==> src/rtl/time_set_ctrl.sv <==
// time_set_ctrl: two-button hours/minutes editor with synchronized, debounced inputs and an idle timeout.
// Define TSC_AUTOREPEAT_EN to add auto-repeat on a held inc button.

module tsc_debounce #(
    parameter int DB_CYCLES = 20000
) (
    input  logic clk,
    input  logic rst,
    input  logic i_raw,
    output logic o_level
);

    localparam int CW = (DB_CYCLES > 1) ? $clog2(DB_CYCLES) : 1;

    logic          r_sync1;
    logic          r_sync2;
    logic          r_level;
    logic [CW-1:0] r_cnt;

    // The level flips only after DB_CYCLES consecutive samples disagree with it.
    always_ff @(posedge clk) begin
        if (rst) begin
            r_sync1 <= 1'b0;
            r_sync2 <= 1'b0;
            r_level <= 1'b0;
            r_cnt   <= '0;
        end else begin
            r_sync1 <= i_raw;
            r_sync2 <= r_sync1;
            if (r_sync2 == r_level) begin
                r_cnt <= '0;
            end else if (r_cnt == CW'(DB_CYCLES - 1)) begin
                r_level <= r_sync2;
                r_cnt   <= '0;
            end else begin
                r_cnt <= r_cnt + 1'b1;
            end
        end
    end

    assign o_level = r_level;

endmodule

module time_set_ctrl #(
    parameter int DB_CYCLES  = 20000,
    parameter int RPT_DELAY  = 25000000,
    parameter int RPT_PERIOD = 5000000,
    parameter int TIMEOUT_S  = 30
) (
    input  logic       clk,
    input  logic       rst,
    input  logic       tick_1Hz,
    input  logic       btn_mode,
    input  logic       btn_inc,
    input  logic [7:0] cur_hours,
    input  logic [7:0] cur_minutes,
    output logic       load,
    output logic [7:0] load_hours,
    output logic [7:0] load_minutes,
    output logic [1:0] adj_mode,
    output logic       pause,
    output logic       blink
);

    typedef enum logic [1:0] {
        S_RUN   = 2'd0,
        S_SET_H = 2'd1,
        S_SET_M = 2'd2
    } state_t;

    localparam int IW = $clog2(TIMEOUT_S + 1);

    logic          w_mode_lvl;
    logic          w_inc_lvl;
    logic          r_mode_lvl_q;
    logic          r_inc_lvl_q;
    logic          r_mode_press;
    logic          r_inc_press;
    logic          w_mode_evt;
    logic          w_inc_evt;
    logic          w_editing;
    logic          w_timeout;

    state_t        r_state;
    state_t        w_state_nxt;

    logic [7:0]    r_shadow_h;
    logic [7:0]    r_shadow_m;
    logic [7:0]    w_shadow_h_nxt;
    logic [7:0]    w_shadow_m_nxt;
    logic [IW-1:0] r_idle;
    logic [IW-1:0] w_idle_nxt;
    logic          r_load;
    logic          w_load_nxt;
    logic          r_pause;
    logic          w_pause_nxt;
    logic          r_blink;
    logic          w_blink_nxt;
    logic [7:0]    r_load_h;
    logic [7:0]    r_load_m;

    tsc_debounce #(.DB_CYCLES(DB_CYCLES)) u_db_mode (
        .clk     (clk),
        .rst     (rst),
        .i_raw   (btn_mode),
        .o_level (w_mode_lvl)
    );

    tsc_debounce #(.DB_CYCLES(DB_CYCLES)) u_db_inc (
        .clk     (clk),
        .rst     (rst),
        .i_raw   (btn_inc),
        .o_level (w_inc_lvl)
    );

    // Registered rising-edge pulses: the press event lands DB_CYCLES+3 cycles after a clean raw edge.
    always_ff @(posedge clk) begin
        if (rst) begin
            r_mode_lvl_q <= 1'b0;
            r_inc_lvl_q  <= 1'b0;
            r_mode_press <= 1'b0;
            r_inc_press  <= 1'b0;
        end else begin
            r_mode_lvl_q <= w_mode_lvl;
            r_inc_lvl_q  <= w_inc_lvl;
            r_mode_press <= w_mode_lvl & ~r_mode_lvl_q;
            r_inc_press  <= w_inc_lvl & ~r_inc_lvl_q;
        end
    end

`ifdef TSC_AUTOREPEAT_EN
    localparam int RMAX = (RPT_DELAY > RPT_PERIOD) ? RPT_DELAY : RPT_PERIOD;
    localparam int RW   = $clog2(RMAX + 1);

    logic [RW-1:0] r_rpt_cnt;
    logic          r_rpt_phase;
    logic          w_rpt_evt;

    // Phase 0 waits out the initial delay after the press; phase 1 paces the repeats.
    assign w_rpt_evt = w_inc_lvl &&
                       ((!r_rpt_phase && (r_rpt_cnt == RW'(RPT_DELAY))) ||
                        ( r_rpt_phase && (r_rpt_cnt == RW'(RPT_PERIOD))));

    always_ff @(posedge clk) begin
        if (rst || !w_inc_lvl) begin
            r_rpt_cnt   <= '0;
            r_rpt_phase <= 1'b0;
        end else if (r_inc_press) begin
            r_rpt_cnt   <= RW'(1);
            r_rpt_phase <= 1'b0;
        end else if (w_rpt_evt) begin
            r_rpt_cnt   <= RW'(1);
            r_rpt_phase <= 1'b1;
        end else begin
            r_rpt_cnt   <= r_rpt_cnt + 1'b1;
        end
    end

    assign w_inc_evt = r_inc_press | w_rpt_evt;
`else
    assign w_inc_evt = r_inc_press;
`endif

    assign w_mode_evt = r_mode_press;
    assign w_editing  = (r_state == S_SET_H) || (r_state == S_SET_M);
    assign w_timeout  = w_editing && (r_idle >= IW'(TIMEOUT_S));

    always_ff @(posedge clk) begin
        if (rst) begin
            r_state <= S_RUN;
        end else begin
            r_state <= w_state_nxt;
        end
    end

    // A mode press takes priority over the idle timeout, so a commit is never lost.
    always_comb begin
        w_state_nxt = r_state;
        case (r_state)
            S_RUN: begin
                if (w_mode_evt) w_state_nxt = S_SET_H;
            end
            S_SET_H: begin
                if (w_mode_evt)     w_state_nxt = S_SET_M;
                else if (w_timeout) w_state_nxt = S_RUN;
            end
            S_SET_M: begin
                if (w_mode_evt)     w_state_nxt = S_RUN;
                else if (w_timeout) w_state_nxt = S_RUN;
            end
            default: w_state_nxt = S_RUN;
        endcase
    end

    always_comb begin
        w_shadow_h_nxt = r_shadow_h;
        w_shadow_m_nxt = r_shadow_m;
        w_load_nxt     = (r_state == S_SET_M) && w_mode_evt;
        w_pause_nxt    = (w_state_nxt != S_RUN);

        if ((r_state == S_RUN) && w_mode_evt) begin
            w_shadow_h_nxt = cur_hours;
            w_shadow_m_nxt = cur_minutes;
        end else if (!w_mode_evt && w_inc_evt) begin
            if (r_state == S_SET_H)
                w_shadow_h_nxt = (r_shadow_h >= 8'd23) ? 8'd0 : r_shadow_h + 8'd1;
            else if (r_state == S_SET_M)
                w_shadow_m_nxt = (r_shadow_m >= 8'd59) ? 8'd0 : r_shadow_m + 8'd1;
        end

        w_idle_nxt = r_idle;
        if ((w_state_nxt != r_state) || w_mode_evt || w_inc_evt)
            w_idle_nxt = '0;
        else if (tick_1Hz && w_editing)
            w_idle_nxt = r_idle + 1'b1;

        w_blink_nxt = r_blink;
        if (w_state_nxt == S_RUN)
            w_blink_nxt = 1'b0;
        else if (w_state_nxt != r_state)
            w_blink_nxt = 1'b1;
        else if (tick_1Hz)
            w_blink_nxt = ~r_blink;
    end

    always_ff @(posedge clk) begin
        if (rst) begin
            r_shadow_h <= 8'd0;
            r_shadow_m <= 8'd0;
            r_idle     <= '0;
            r_load     <= 1'b0;
            r_pause    <= 1'b0;
            r_blink    <= 1'b0;
            r_load_h   <= 8'd0;
            r_load_m   <= 8'd0;
        end else begin
            r_shadow_h <= w_shadow_h_nxt;
            r_shadow_m <= w_shadow_m_nxt;
            r_idle     <= w_idle_nxt;
            r_load     <= w_load_nxt;
            r_pause    <= w_pause_nxt;
            r_blink    <= w_blink_nxt;
            if (w_load_nxt) begin
                r_load_h <= r_shadow_h;
                r_load_m <= r_shadow_m;
            end
        end
    end

    assign load         = r_load;
    assign load_hours   = r_load_h;
    assign load_minutes = r_load_m;
    assign adj_mode     = r_state;
    assign pause        = r_pause;
    assign blink        = r_blink;

endmodule
==> config.mk <==
export PLATFORM = sky130hd
export DESIGN_NAME = time_set_ctrl
export DESIGN_NICKNAME = d
export VERILOG_FILES = /design/src/rtl/time_set_ctrl.sv
export SDC_FILE = /design/constraint.sdc
export NUM_CORES = 1
export LEC_CHECK = 0
export CORE_AREA = 2 2 105 107
export DETAILED_ROUTE_END_ITERATION = 6
export DIE_AREA = 0 0 107 109
export SYNTH_ARGS = -nofsm -noshare
export SYNTH_HDL_FRONTEND = slang
export SYNTH_SLANG_ARGS = --single-unit
==> constraint.sdc <==
create_clock -name clk -period 3.2 [get_ports clk]
set_input_delay 0.32 -clock clk [delete_from_list [all_inputs] [get_ports clk]]
set_output_delay 0.32 -clock clk [all_outputs]
set_load 0.01 [all_outputs]
==> results of run 1 <==
==> area by class of cell <==
type | count | share of cell area [%]
Multi-Input combinational cell | 304 | 43.4
Clock buffer | 11 | 3.29
Tap cell | 140 | 4.08
Clock inverter | 1 | 0.116
Inverter | 13 | 1.14
Timing Repair Buffer | 42 | 9.73
Sequential cell | 82 | 38.2
==> cells by family (layout without fill, tap and decap cells) <==
family          after synthesis  after routing  synth area share (%)
compound gates               79             79                  14.5
buf+inv                      31             67                  3.48
simple gates                183            183                  25.6
fa+ha+maj                    10             10                  3.44
xor+xnor                     30             30                  7.23
mux                           2              2                 0.551
flops                        82             82                  45.2
==> how the worst max path moves through the flow <==
stage | slack [ns] | to | cells after the start
floorplan | 1.22 | blink | 6
global route | 0.45 | r_shadow_h[2] | 6
global placement | 0.88 | r_shadow_h[2] | 6
CTS | 0.70 | r_shadow_h[2] | 6
detailed placement | 0.75 | r_shadow_h[2] | 6
finish | 0.67 | r_shadow_h[2] | 6
==> cell usage after synthesis (all sizes together), types with 5 or more instances <==
library cell | count | area, um^2
a211oi | 7 | 52.6
a21oi | 29 | 145
a22oi | 6 | 45.0
and2 | 5 | 31.3
and4 | 5 | 43.8
clkbuf | 14 | 52.6
dfxtp | 82 | 1640
ha | 10 | 125
inv | 13 | 48.8
nand2 | 53 | 199
nand3 | 16 | 85.1
nand4 | 12 | 75.1
nor2 | 42 | 158
nor2b | 10 | 62.6
nor3 | 8 | 40.0
nor4 | 8 | 50.1
o21ai | 9 | 45.0
or3 | 5 | 31.3
xnor2 | 15 | 131
xor2 | 15 | 131
==> worst reg2reg max path, cell delays in order (launching register included) <==
cell and delay (ns):
dfxtp_1 0.49, inv_1 0.13, ha_1 0.35, and2_1 0.45
a211oi_1 0.70, nand4b_1 0.17, a31oi_1 0.18
==> layer usage <==
metal	wire, um	GRT usage, %
met2	3900	24.5
met3	276	3.89
met1	3530	16.8
met5	0	0
met4	43	4.73
==> stage by stage <==
stage / std cells / power [uW] / area, um^2
3_3_place_gp: 581 / 1100 / 4150
5_1_grt: 593 / 1770 / 4300
4_1_cts: 593 / 1730 / 4300
6_report: 593 / 1700 / 4300
3_5_place_dp: 581 / 1100 / 4150
2_1_floorplan: 417 / 1070 / 3630
==> flip-flops by register name (all words and copies together) (netlist names), 2 cells and up <==
signal,count
u_db_inc.r_cnt,15
u_db_mode.r_cnt,15
load_hours,8
load_minutes,8
r_shadow_h,8
r_shadow_m,8
r_idle,5
adj_mode,2
==> power groups by stage <==
stage	clock [uW]	sequential [uW]	combinational (uW)
floorplan	0	1050	19.5
global placement	0	1050	51.6
detailed placement	0	1050	51.8
CTS	651	1030	52.0
global route	687	1030	55.5
finish	617	1030	50.9
==> impl_metrics.env, run 1 <==
export IMPL_cpLargestDelayFamily="compound AO/OA/AOI/OAI gates"
export IMPL_drt_pass1_iter_count=4
export IMPL_grt_pass1_wl_um=13000
export IMPL_ir_worst_vdd_mv=0.245
export IMPL_critPathLaunch="adj_mode[0]"
export IMPL_crit_chain="inv_1, ha_1, and2_1, a211oi_1, nand4b_1, a31oi_1"
export IMPL_startpoint_type="flip-flop"
export IMPL_cts_repair_resized=0
export IMPL_grt_max_degree=35
export IMPL_final_cell_mix="dfxtp_1, nand2_1, nor2_1"
export IMPL_grt_usage_pct=14.1
export IMPL_cts_hold_buffers=0
export IMPL_rows=38
export IMPL_overflow=0
export IMPL_post_route_period_util_pct=79.0
export IMPL_p_comb_share_pct=3.0
export IMPL_avgSynthCellArea_um2=8.72
export IMPL_hold_path_depth=1
export IMPL_fin_crit_ns=2.53
export IMPL_synth_edf_count=0
export IMPL_io_buffer_count=41
export IMPL_cp_slowest_cell="a211oi_1"
export IMPL_regArea_mm2=0.00164
export IMPL_dpl_worst_slack_ns=0.753
export IMPL_worst_pin_slew_ns=0.749
export IMPL_crit_path_end_kind="flip-flop"
export IMPL_fillerInstances=1067
export IMPL_gp_congestion=0.797
export IMPL_worst_slack_ns=0.673
export IMPL_final_antenna_net_count=0
export IMPL_swShare_pct=21.1
export IMPL_async_flop_share_pct=0
export IMPL_clock_root_buffer="clkbuf_8"
export IMPL_synth_seq_cells=82
export IMPL_cts_tree="yes"
export IMPL_rr_startpoint="adj_mode[0]"
export IMPL_synth_yosys_seq_area_share_pct=45.2
export IMPL_pwr_share_seq_pct=60.6
export IMPL_n_antenna_cell=0
export IMPL_final_common_cell="dfxtp_1"
export IMPL_path_class="reg2reg"
export IMPL_die_w_um=107
export IMPL_final_core_util_pct=40.5
export IMPL_grt_antenna_before_repair=0
export IMPL_layout_nets=483
export IMPL_drive_gt1_share_pct=3.53
export IMPL_crit_buf_inv=1
export IMPL_yosys_most_used_dff="dfxtp_1"
export IMPL_drv_slew=0
export IMPL_rsz0062_at_grt="false"
export IMPL_routed_wl_um=7750
export IMPL_cp_arrival_ns=2.81
export IMPL_die_h_um=109
export IMPL_clockBufferDepth=2
export IMPL_crit_required_ns=3.48
export IMPL_critPathMaxStageDelay_ns=0.70
export IMPL_clkPwrFrac_pct=36.4
export IMPL_wl_per_cell_um=13.1
export IMPL_area_growth_pct=18.2
export IMPL_finalHoldViolCount=0
export IMPL_multi_input_area_mm2=0.00187
export IMPL_ys_warnings_count=0
export IMPL_min_from="r_mode_lvl_q"
export IMPL_hold_class="reg2reg"
export IMPL_dp_hpwl_um=5550
export IMPL_crit_path_max_fanout=20
export IMPL_reg2regPathDepth=6
export IMPL_fin_skew_ns=0.00726
export IMPL_maxCapViolCount=0
export IMPL_status="complete, no violations"
export IMPL_reg2reg_slack_ns=0.67
export IMPL_synth_area_mm2=0.00363
export IMPL_reg2reg_to="r_shadow_h[2]"
export IMPL_yosysUniqueCellTypes=55
export IMPL_htree_num_levels=3
export IMPL_hold_worst_slack_ns=0.377
export IMPL_die_area_mm2=0.0117
export IMPL_drc=0
export IMPL_clk_pin_slew_worst_paths_ns=0.08
export IMPL_syn_inst=417
export IMPL_cts_sinks=82
export IMPL_p_per_area_mw_per_mm2=395
export IMPL_fmax_mhz=396
export IMPL_vias=2989
export IMPL_tns_ns=0
export IMPL_vias_per_cell=5.04
export IMPL_core_area_mm2=0.0106
export IMPL_ios=42
export IMPL_p_leak_uw=0.00142
export IMPL_p_sw_uw=359
export IMPL_grt_pass1_vias=2850
export IMPL_clk_latency_ns=0.35
export IMPL_internal_power_uw=1340
export IMPL_cts_setup_buffers=0
export IMPL_maxSlewHeadroom_pct=49.8
export IMPL_numCtsBuffers=9
export IMPL_initial_core_util_pct=34.3
export IMPL_holdPathEnd="r_mode_press"
export IMPL_setup_violations=0
export IMPL_synth_nets=448
export IMPL_dr_first_iter_drc_count=140
No activity file was read; power rests on OpenSTA's default activity.
==> run 2: changes to the inputs <==
- clock period: 3.2 -> 2.5 ns (I/O delays scaled with it)
==> impl_metrics.env, run 2 (synthesis gave the netlist of run 1 again) <==
export IMPL_gp_congestion=0.747
export IMPL_grt_pass1_wl_um=13000
export IMPL_fin_crit_ns=2.18
export IMPL_grt_pass1_vias=2721
export IMPL_worst_pin_slew_ns=0.730
export IMPL_fin_skew_ns=0.0108
export IMPL_cts_setup_buffers=0
export IMPL_layout_nets=486
export IMPL_p_total_uw=2400
export IMPL_setup_violations=0
export IMPL_crit_path_max_fanout=9
export IMPL_drv_slew=0
export IMPL_n_antenna_cell=0
export IMPL_ir_worst_vdd_mv=0.329
export IMPL_numCtsBuffers=9
export IMPL_hold_class="reg2reg"
export IMPL_fillerInstances=1060
export IMPL_grt_antenna_before_repair=0
export IMPL_multi_input_area_mm2=0.00187
export IMPL_core_area_mm2=0.0106
export IMPL_status="complete, no violations"
export IMPL_dr_first_iter_drc_count=131
export IMPL_dp_hpwl_um=5360
export IMPL_routed_wl_um=7560
export IMPL_rsz0062_at_grt="false"
export IMPL_grt_usage_pct=14.0
export IMPL_cts_tree="yes"
export IMPL_final_core_util_pct=41.3
export IMPL_finalHoldViolCount=0
export IMPL_path_class="reg2reg"
export IMPL_cts_sinks=82
export IMPL_p_leak_uw=0.00146
export IMPL_fin_cells=599
export IMPL_grt_max_degree=29
export IMPL_ios=42
export IMPL_drc=0
export IMPL_fmax_mhz=458
export IMPL_die_w_um=107
export IMPL_crit_required_ns=2.79
export IMPL_p_per_area_mw_per_mm2=549
export IMPL_vias=2968
export IMPL_htree_num_levels=3
export IMPL_maxCapViolCount=0
export IMPL_area_growth_pct=20.5
export IMPL_reg2reg_slack_ns=0.32
export IMPL_placed_cells=584
export IMPL_die_h_um=109
export IMPL_final_antenna_net_count=0
export IMPL_final_common_cell="dfxtp_1"
export IMPL_clock_root_buffer="clkbuf_8"
export IMPL_post_route_period_util_pct=87.3
export IMPL_wl_per_cell_um=12.6
export IMPL_clockBufferDepth=2
export IMPL_regArea_mm2=0.00164
export IMPL_cts_hold_buffers=0
export IMPL_crit_path_end_kind="flip-flop"
export IMPL_final_cell_mix="dfxtp_1, nand2_1, nor2_1"
export IMPL_io_buffer_count=41
export IMPL_cts_repair_resized=0
export IMPL_die_area_mm2=0.0117
export IMPL_drive_gt1_share_pct=4.79
export IMPL_clk_latency_ns=0.35
export IMPL_reg_top3="u_db_inc.r_cnt x15, u_db_mode.r_cnt x15"
export IMPL_vias_per_cell=4.95
export IMPL_clk_pin_slew_worst_paths_ns=0.09
export IMPL_cp_arrival_ns=2.47
export IMPL_maxSlewHeadroom_pct=51.1
export IMPL_tns_ns=0
export IMPL_rows=38
export IMPL_overflow=0
export IMPL_startpoint_type="flip-flop"
export IMPL_initial_core_util_pct=34.3
export IMPL_drt_pass1_iter_count=4
## run 2: cell types whose count changed in the layout (fill, tap and decap cells not counted)
cell | previous run | this run
clkbuf_8 | 10 | 9
bufinv_16 | 0 | 2
buf_4 | 1 | 4
clkinvlp_4 | 0 | 2
## run 2: layout make-up
class                      count  area share (%)
tap                          140            4.00
inverter                      13            1.11
clock inverter                 5            1.83
timing repair buffer          45            10.1
multi-input combinational    304            42.6
sequential                    82            37.5
clock buffer                  10            2.91
## run 2: through the flow
stage | setup WS, ns | hold slack (ns) | cell area, um^2
final | 0.318 | 0.387 | 4380
after global routing | 0.160 | 0.400 | 4380
after CTS | 0.306 | 0.395 | 4380
after detailed placement | 0.326 | 0.375 | 4170
after global placement | 0.441 | 0.372 | 4170
after floorplan | 0.516 | 0.329 | 3630
## run 2: worst max-delay path: stages, from the launching register on
cell       delay (ns)
dfxtp_1          0.50
inv_1            0.11
ha_1             0.33
nand4_1          0.16
or3_1            0.35
a221oi_2         0.47
a2bb2oi_1        0.21
## run 2: power by group
part,internal (uW),total [uW],switching [uW]
registers,1310,1320,4.71
logic,37.6,66.4,28.9
clock network,556,1020,468
total,1900,2400,501
## run 2: layer usage
metal	track usage, %	share of wire (%)
met5	0	0
met4	4.36	0.82
met3	4.18	3.5
met2	21.7	47
met1	18.7	49
## run 2: final timing paths
check,from,to,depth (start not counted)
setup / recovery,adj_mode[0],blink,6
hold / removal,r_mode_lvl_q,r_mode_press,1
setup reg to reg,adj_mode[0],blink,6
hold reg to reg,r_mode_lvl_q,r_mode_press,1
==> run 3: changes to the inputs <==
- ABC_CLOCK_PERIOD_IN_PS: default -> 2500
- CORE_AREA: 2 2 105 107 -> 4 4 107 109
- DIE_AREA: 0 0 107 109 -> 0 0 111 113
- SLEW_MARGIN: default -> 20
==> impl_metrics.env, run 3 (synthesis gave the netlist of run 1 again) <==
export IMPL_status="complete, no violations"
export IMPL_path_class="reg2reg"
export IMPL_drt_pass1_iter_count=4
export IMPL_hold_worst_slack_ns=0.392
export IMPL_overflow=0
export IMPL_crit_chain="inv_1, ha_1, nand4_1, or3_1, a221oi_2, a2bb2oi_1"
export IMPL_dr_first_iter_drc_count=178
export IMPL_fmax_mhz=448
export IMPL_rsz0062_at_grt="false"
export IMPL_die_area_mm2=0.0125
export IMPL_fillerInstances=1066
export IMPL_maxCapViolCount=0
export IMPL_drv_slew=0
export IMPL_reg_top3="u_db_inc.r_cnt x15, u_db_mode.r_cnt x15"
export IMPL_p_per_area_mw_per_mm2=567
export IMPL_clk_latency_ns=0.35
export IMPL_final_area_mm2=0.00441
export IMPL_setup_violations=0
export IMPL_rows=38
export IMPL_crit_required_ns=2.79
export IMPL_cp_slowest_cell="a221oi_2"
export IMPL_cts_setup_buffers=0
export IMPL_crit_path_end_kind="flip-flop"
export IMPL_top_layer="met4"
export IMPL_numCtsBuffers=9
export IMPL_cpLargestDelayFamily="compound AO/OA/AOI/OAI gates"
export IMPL_routed_wl_um=7720
export IMPL_clk_pin_slew_worst_paths_ns=0.09
export IMPL_gp_congestion=0.810
export IMPL_area_growth_pct=21.3
export IMPL_final_cell_mix="dfxtp_1, nand2_1, nor2_1"
export IMPL_n_antenna_cell=0
export IMPL_clock_root_buffer="clkbuf_8"
export IMPL_fin_crit_ns=2.23
export IMPL_final_core_util_pct=41.6
export IMPL_placed_cell_area_mm2=0.00417
export IMPL_met2_length_um=3680
export IMPL_drive_gt1_share_pct=5.22
export IMPL_crit_path_max_fanout=9
export IMPL_p_leak_uw=0.00148
export IMPL_grt_pass1_vias=2983
export IMPL_vias_per_cell=5.05
export IMPL_ir_worst_vdd_mv=0.265
export IMPL_hold_path_depth=1
export IMPL_cp_depth=6
export IMPL_worst_pin_slew_ns=0.678
export IMPL_die_w_um=111
export IMPL_clockBufferDepth=2
export IMPL_tns_ns=0
export IMPL_post_route_period_util_pct=89.4
export IMPL_grt_pass1_wl_um=13400
export IMPL_layout_nets=486
export IMPL_drc=0
export IMPL_final_common_cell="dfxtp_1"
export IMPL_final_antenna_net_count=0
export IMPL_drt_met1_wl_um=3670
export IMPL_reg2regPathDepth=6
export IMPL_crit_buf_inv=1
export IMPL_hold_class="reg2reg"
export IMPL_finalHoldViolCount=0
export IMPL_wl_per_cell_um=12.9
export IMPL_core_area_mm2=0.0106
export IMPL_cts_repair_resized=0
export IMPL_fin_skew_ns=0.00748
export IMPL_initial_core_util_pct=34.3
export IMPL_htree_num_levels=3
export IMPL_critPathMaxStageDelay_ns=0.51
export IMPL_ios=42
export IMPL_cp_arrival_ns=2.52
export IMPL_met3_length_um=246
export IMPL_startpoint_type="flip-flop"
export IMPL_dp_hpwl_um=5450
export IMPL_maxSlewHeadroom_pct=54.5
export IMPL_die_h_um=113
export IMPL_grt_max_degree=28
export IMPL_cts_tree="yes"
export IMPL_grt_antenna_before_repair=0
export IMPL_vias=3028
export IMPL_grt_usage_pct=12.7
export IMPL_cts_sinks=82
export IMPL_cts_hold_buffers=0
export IMPL_io_buffer_count=41
==> run 3: cell count changes in the layout (fill, tap and decap cells not counted) <==
cell	previous run	this run
clkbuf_8	9	11
clkinvlp_4	2	1
clkinv_2	1	0
inv_6	0	1
clkbuf_1	1	0
clkinv_4	0	1
==> run 3: report_power, final <==
part	switching [uW]	total, uW	internal [uW]
combinational	29.1	66.6	37.5
clock	494	1120	623
sequential	4.61	1310	1310
==> run 3: final timing paths <==
| kind | start | end | slack, ns |
|---|---|---|---|
| setup / recovery | adj_mode[1] | blink | 0.27 |
| hold / removal | r_mode_lvl_q | r_mode_press | 0.39 |
| setup reg to reg | adj_mode[1] | blink | 0.27 |
| hold reg to reg | r_mode_lvl_q | r_mode_press | 0.39 |
==> run 3: area by class of cell <==
class	instances	area (um^2)	share of cell area (%)
clock buffer	11	151	3.43
clock inverter	5	85.1	1.93
inverter	13	48.8	1.11
multi-input combinational	304	1870	42.3
sequential	82	1640	37.2
tap	140	175	3.97
timing repair buffer	45	440	9.99
==> run 3: metrics by stage <==
step	worst slack, ns	total power, uW	instances
finish	0.266	2500	600
CTS	0.267	2530	600
detailed placement	0.273	1410	584
global placement	0.420	1410	584
floorplan	0.516	1370	417
global route	0.0643	2600	600
==> run 3: layer usage <==
layer	vias to the layer above	global-route usage, %
met1	1422	15.8
met4	0	4.19
li1	1556	-
met3	9	3.64
met5	-	0
met2	41	21.4
